## src/rtl/cpu_register_if.sv

```systemverilog
// Control/data bundle for one cpu_register instance.
// The master side drives the controls; the register answers on out_o.
interface cpu_register_if #(
  parameter int DATA_WIDTH = 16
);
  logic                  cl_i;
  logic                  ld_i;
  logic [DATA_WIDTH-1:0] in_i;
  logic                  inc_i;
  logic                  dec_i;
  logic                  sr_i;
  logic                  ir_i;
  logic                  sl_i;
  logic                  il_i;
  logic [DATA_WIDTH-1:0] out_o;

  modport master (
    output cl_i, ld_i, in_i, inc_i, dec_i, sr_i, ir_i, sl_i, il_i,
    input  out_o
  );

  modport slave (
    input  cl_i, ld_i, in_i, inc_i, dec_i, sr_i, ir_i, sl_i, il_i,
    output out_o
  );
endinterface

```

## src/rtl/cpu_register.sv

```systemverilog
// General-purpose datapath register: clear, load, increment, decrement and
// 1-bit shifts, resolved by fixed priority with one operation per clock.
module cpu_register #(
  parameter int DATA_WIDTH = 16
) (
  input  logic           clk,
  input  logic           rst_n,
  cpu_register_if.slave  bus
);

  typedef enum logic [2:0] {
    OP_HOLD,
    OP_CLR,
    OP_LOAD,
    OP_INC,
    OP_DEC,
    OP_SHR,
    OP_SHL
  } op_e;

  localparam logic [DATA_WIDTH-1:0] ONE = DATA_WIDTH'(1);

  op_e                   op;
  logic [DATA_WIDTH-1:0] reg_d;
  logic [DATA_WIDTH-1:0] reg_q;

  // A control counts only when it is a clean 1; an x/z condition falls
  // through to the next branch, so unconnected controls leave the state alone.
  // NOTE: every always_comb output gets a default first so no latch is inferred.
  always_comb begin
    op = OP_HOLD;
    if (bus.cl_i == 1'b1)       op = OP_CLR;
    else if (bus.ld_i == 1'b1)  op = OP_LOAD;
    else if (bus.inc_i == 1'b1) op = OP_INC;
    else if (bus.dec_i == 1'b1) op = OP_DEC;
    else if (bus.sr_i == 1'b1)  op = OP_SHR;
    else if (bus.sl_i == 1'b1)  op = OP_SHL;
  end

  always_comb begin
    reg_d = reg_q;
    case (op)
      OP_CLR:  reg_d = '0;
      OP_LOAD: reg_d = bus.in_i;
      OP_INC:  reg_d = reg_q + ONE;
      OP_DEC:  reg_d = reg_q - ONE;
      OP_SHR:  reg_d = {bus.ir_i, reg_q[DATA_WIDTH-1:1]};
      OP_SHL:  reg_d = {reg_q[DATA_WIDTH-2:0], bus.il_i};
      default: reg_d = reg_q;
    endcase
  end

  // NOTE: sequential state uses non-blocking assignments only.
  always_ff @(posedge clk or negedge rst_n) begin
    if (!rst_n) reg_q <= '0;
    else        reg_q <= reg_d;
  end

  assign bus.out_o = reg_q;

endmodule

```

## src/flat_wrapper.sv

```systemverilog
// flat-port wrapper written by rule: the top's interface ports become plain ports
module cpu_register_flat 
#(
  parameter int DATA_WIDTH = 16
)
  (clk, rst_n, bus_cl_i, bus_ld_i, bus_in_i, bus_inc_i, bus_dec_i, bus_sr_i, bus_ir_i, bus_sl_i, bus_il_i, bus_out_o);
  cpu_register_if #(.DATA_WIDTH(DATA_WIDTH)) bus_i ();
  input  logic clk;
  input  logic rst_n;
  input wire logic [$bits(bus_i.cl_i)-1:0] bus_cl_i;
  input wire logic [$bits(bus_i.ld_i)-1:0] bus_ld_i;
  input wire logic [$bits(bus_i.in_i)-1:0] bus_in_i;
  input wire logic [$bits(bus_i.inc_i)-1:0] bus_inc_i;
  input wire logic [$bits(bus_i.dec_i)-1:0] bus_dec_i;
  input wire logic [$bits(bus_i.sr_i)-1:0] bus_sr_i;
  input wire logic [$bits(bus_i.ir_i)-1:0] bus_ir_i;
  input wire logic [$bits(bus_i.sl_i)-1:0] bus_sl_i;
  input wire logic [$bits(bus_i.il_i)-1:0] bus_il_i;
  output wire logic [$bits(bus_i.out_o)-1:0] bus_out_o;
  assign bus_i.cl_i = bus_cl_i;
  assign bus_i.ld_i = bus_ld_i;
  assign bus_i.in_i = bus_in_i;
  assign bus_i.inc_i = bus_inc_i;
  assign bus_i.dec_i = bus_dec_i;
  assign bus_i.sr_i = bus_sr_i;
  assign bus_i.ir_i = bus_ir_i;
  assign bus_i.sl_i = bus_sl_i;
  assign bus_i.il_i = bus_il_i;
  assign bus_out_o = bus_i.out_o;
  cpu_register #(.DATA_WIDTH(DATA_WIDTH)) u_core (.clk(clk), .rst_n(rst_n), .bus(bus_i));
endmodule
```

## config.mk

```make
export PLATFORM = sky130hd
export DESIGN_NAME = cpu_register_flat
export DESIGN_NICKNAME = d
export VERILOG_FILES = /design/src/rtl/cpu_register_if.sv /design/src/rtl/cpu_register.sv /design/src/flat_wrapper.sv
export SDC_FILE = /design/constraint.sdc
export NUM_CORES = 1
export LEC_CHECK = 0
export BUFFER_PORTS_ARGS = -buffer_cell sky130_fd_sc_hd__buf_2
export CAP_MARGIN = 40
export CORE_ASPECT_RATIO = 0.75
export CORE_UTILIZATION = 36
export DETAILED_ROUTE_END_ITERATION = 8
export MAX_ROUTING_LAYER = met4
export PLACE_DENSITY_LB_ADDON = 0.3
export SETUP_SLACK_MARGIN = 0.05
export SLEW_MARGIN = 20
export SYNTH_ARGS = -nofsm -noshare
export SYNTH_HDL_FRONTEND = slang
export SYNTH_SLANG_ARGS = --single-unit
```

## constraint.sdc

```tcl
create_clock -name clk -period 2.1 [get_ports clk]
set_input_delay 0.42 -clock clk [delete_from_list [all_inputs] [get_ports clk]]
set_output_delay 0.42 -clock clk [all_outputs]
set_load 0.1 [all_outputs]
```

==> impl_metrics.csv <==
group,metric,value,unit
clock_tree,cts_made_buffers,3,
sta,tightest_slew,704,ps
die,rows,20,
global_route,grt_use_total,0.278,
die,core_area,4130,sq um
final_layout,finish.utilization,0.666,
final_layout,largest_register_ff_count,16,
sta,clock.fmax,0.422,GHz
final_layout,seq_area,400,sq um
final_layout,fillCellCount,334,
sta,drv_slew,0,
run,cap_violations,0,
synth,synth.cell_area,1580,sq um
synth,synth_seq_cells,16,
min_path,worstHoldPathType,"in -> async",
power_and_ir_drop,total_power,1.29,mW
setup_path,worst_path_max_delay_cell,"nor4b_4",
outcome,violations,"setup timing",
power_and_ir_drop,p_per_area,470,nW/um^2
synth,synth-edff-count,0,
synth,syn_avg_cell_area,8.80,sq um
setup_path,cp_num_buf_inv,2,
global_route,grt_pass1_wl,9650,um
die,pin_count,42,
sta,period_share,1.13,
route,ant_nets,0,
clock_tree,clk_pin_slew,80,ps
outcome,outcome,"finished, violations left",
final_layout,syn_to_final_growth,74.6,%
power_and_ir_drop,leakagePower,1.32,nW
setup_path,cp_top_family,"compound AO/OA/AOI/OAI gates",
sta,layout_min_cycle_time,2370,ps
synth,yosysTopAreaCell,"dfrtp_1",
route,drtIter0Drc,216,
setup_path,cp.required,2260,ps
final_layout,diodes,0,
clock_tree,root_buffer,"clkbuf_8",
clock_tree,h-tree-depth,1,
synth,ys_async_sr_fraction,1.00,
sta,tns,-1570,ps
final_layout,multi_input_area,1380,sq um
global_route,grt_busiest_layer,"met2",
final_layout,instances_no_fill,343,
clock_tree,cts_tree,"built",
global_route,use_met1,0.388,
setup_path,arrival,2530,ps
die,die_h,59.3,um
sta,rsz0062_at_grt,"yes",
route,viasPerCell,5.87,
clock_tree,clk_path_buf_depth,2,
setup_path,crit_fanout,7,
route,drt_wl_total,6110,um
die,die_area,4650,sq um
placed_design,dp.cells,328,
global_route,overflow,0,
route,wire_per_inst,17.8,um
synth,yosysWarningCount,0,
final_layout,drive_gt1_frac,0.524,
die,die_w,78.4,um
clock_tree,postCtsHoldBufs,0,
synth,synth_cell_types,45,
synth,netlist_instances,179,
die,initial_utilization,0.382,
synth,synthTopCellsByCount,"nand2_1, dfrtp_1, ha_1",
global_route,grt_pass1_vias,1942,
sta,setup_violations,10,
synth,syn_nets,220,
global_route,use_met2,0.425,
sta,final-hold-violation-count,0,
setup_path,worst_setup_path_start_kind,"input port",
setup_path,cp-end-kind,"flip-flop",
power_and_ir_drop,ir_worst_vdd,0.317,mV
placed_design,place_congestion,0.903,
placed_design,dpl.hpwl,4070,um
placed_design,port_buffers,41,
synth,synth_area_leaders,"dfrtp_1, ha_1, a222oi_1, nand2_1, o211ai_1",
setup_path,crit_chain,"buf_6 > nor4b_4 > buf_12 > ha_4 > a211oi_4 > o21ai_2 > o221a_4 > o21a_1 > or3_1 > a31o_1",
setup_path,worstSetupPathType,"in -> reg",
clock_tree,clk_latency,270,ps
route,drcViolationCount,0,
route,via_count,2012,
synth,seq_area_frac_synth,0.254,
sta,slew_headroom,0.527,
global_route,gr-usage-met3,0.0554,
setup_path,critPathMaxStageDelay,350,ps
sta,fin_skew,14.7,ps
synth,synth_ff_type,"dfrtp_1",
global_route,antenna_found_initial,0,
global_route,grt_max_degree,17,
clock_tree,cts.sinks,16,
sta,setup_ws,-268,ps
final_layout,final_nets,330,
synth,synth_top_area_frac,0.254,
synth,yosysMostFrequentCell,"nand2_1",
route,firstDrtPassIters,7,
-- area by class of cell --
class	count	area share
clock buffers	4	0.0200
inverters	1	0.00136
multi-input cells	154	0.503
flip-flops and latches	16	0.146
well taps	55	0.0250
repair buffers	113	0.305
-- cell usage in the layout, fill, tap and decap left out, types with 2 or more instances in the layout --
master | netlist | final
a221oi_1 | 4 | 3
mux2i_1 | 3 | 3
a21oi_2 | 0 | 5
a22oi_1 | 2 | 2
nor3_1 | 5 | 4
o211ai_1 | 9 | 9
o21ai_1 | 1 | 4
buf_6 | 0 | 11
o21ai_0 | 9 | 5
a211oi_2 | 1 | 2
xnor2_1 | 4 | 3
clkbuf_8 | 0 | 4
nor2b_1 | 4 | 4
a21o_1 | 7 | 6
buf_12 | 0 | 3
nand2_1 | 21 | 21
dfrtp_1 | 16 | 16
o21ai_2 | 1 | 2
nand3_1 | 4 | 4
a22o_1 | 2 | 2
and3_1 | 5 | 5
a21oi_1 | 13 | 6
a21oi_4 | 0 | 2
a21o_4 | 0 | 2
ha_1 | 14 | 6
o21a_1 | 2 | 2
nor2_1 | 5 | 5
buf_2 | 1 | 38
nor3b_2 | 1 | 2
a222oi_1 | 12 | 12
xor2_1 | 4 | 4
buf_4 | 0 | 60
ha_4 | 0 | 8
-- through the flow --
stage	setup WS, ps	hold slack [ps]	cell area [sq um]
after floorplan	-711	124	1610
after global placement	-555	372	2330
after detailed placement	-635	373	2340
after CTS	-287	83.4	2660
after global routing	-338	107	2750
final	-268	75.0	2750
-- path summary, 6_finish.rpt --
kind | slack (ps) | startpoint | end | cells after the start
setup / recovery | -270 | bus_cl_i | u_core.bus.out_o[9] | 10
hold / removal | 70 | rst_n | u_core.bus.out_o[10] | 1
setup reg to reg | -40 | u_core.bus.out_o[1] | u_core.bus.out_o[10] | 7
hold reg to reg | 580 | u_core.bus.out_o[8] | u_core.bus.out_o[8] | 2
max in group asynchronous | 1710 | rst_n | u_core.bus.out_o[2] | 1
min in group clk | 410 | bus_in_i[1] | u_core.bus.out_o[1] | 3
-- per-layer routing --
metal / wire (um) / vias to the layer above
met5: 0 / -
met4: 63 / 0
met3: 578 / 8
met2: 2800 / 114
met1: 2670 / 947
li1: - / 943
-- cells by family after synthesis --
group,Yosys count,synth area share
and+or+nand+nor,52,0.166
DFF,16,0.254
xor gates and xnor gates,8,0.0445
muxes,3,0.0191
adders and majority gates,15,0.124
AOI/OAI and AO/OA,76,0.370
buffers and inverters,9,0.0222
-- where the power goes --
part,internal (mW),total (mW),switching [mW]
sequential,0.333,0.365,0.0313
combinational,0.235,0.629,0.394
clock,0.167,0.299,0.132
total,0.735,1.29,0.557
-- timing repair --
item	4_1_cts	5_1_grt
resized for setup	29	18
setup buffers	13	3
setup endpoints to repair	10	12
pin swaps	23	21
(Power assumes the default switching activity.)
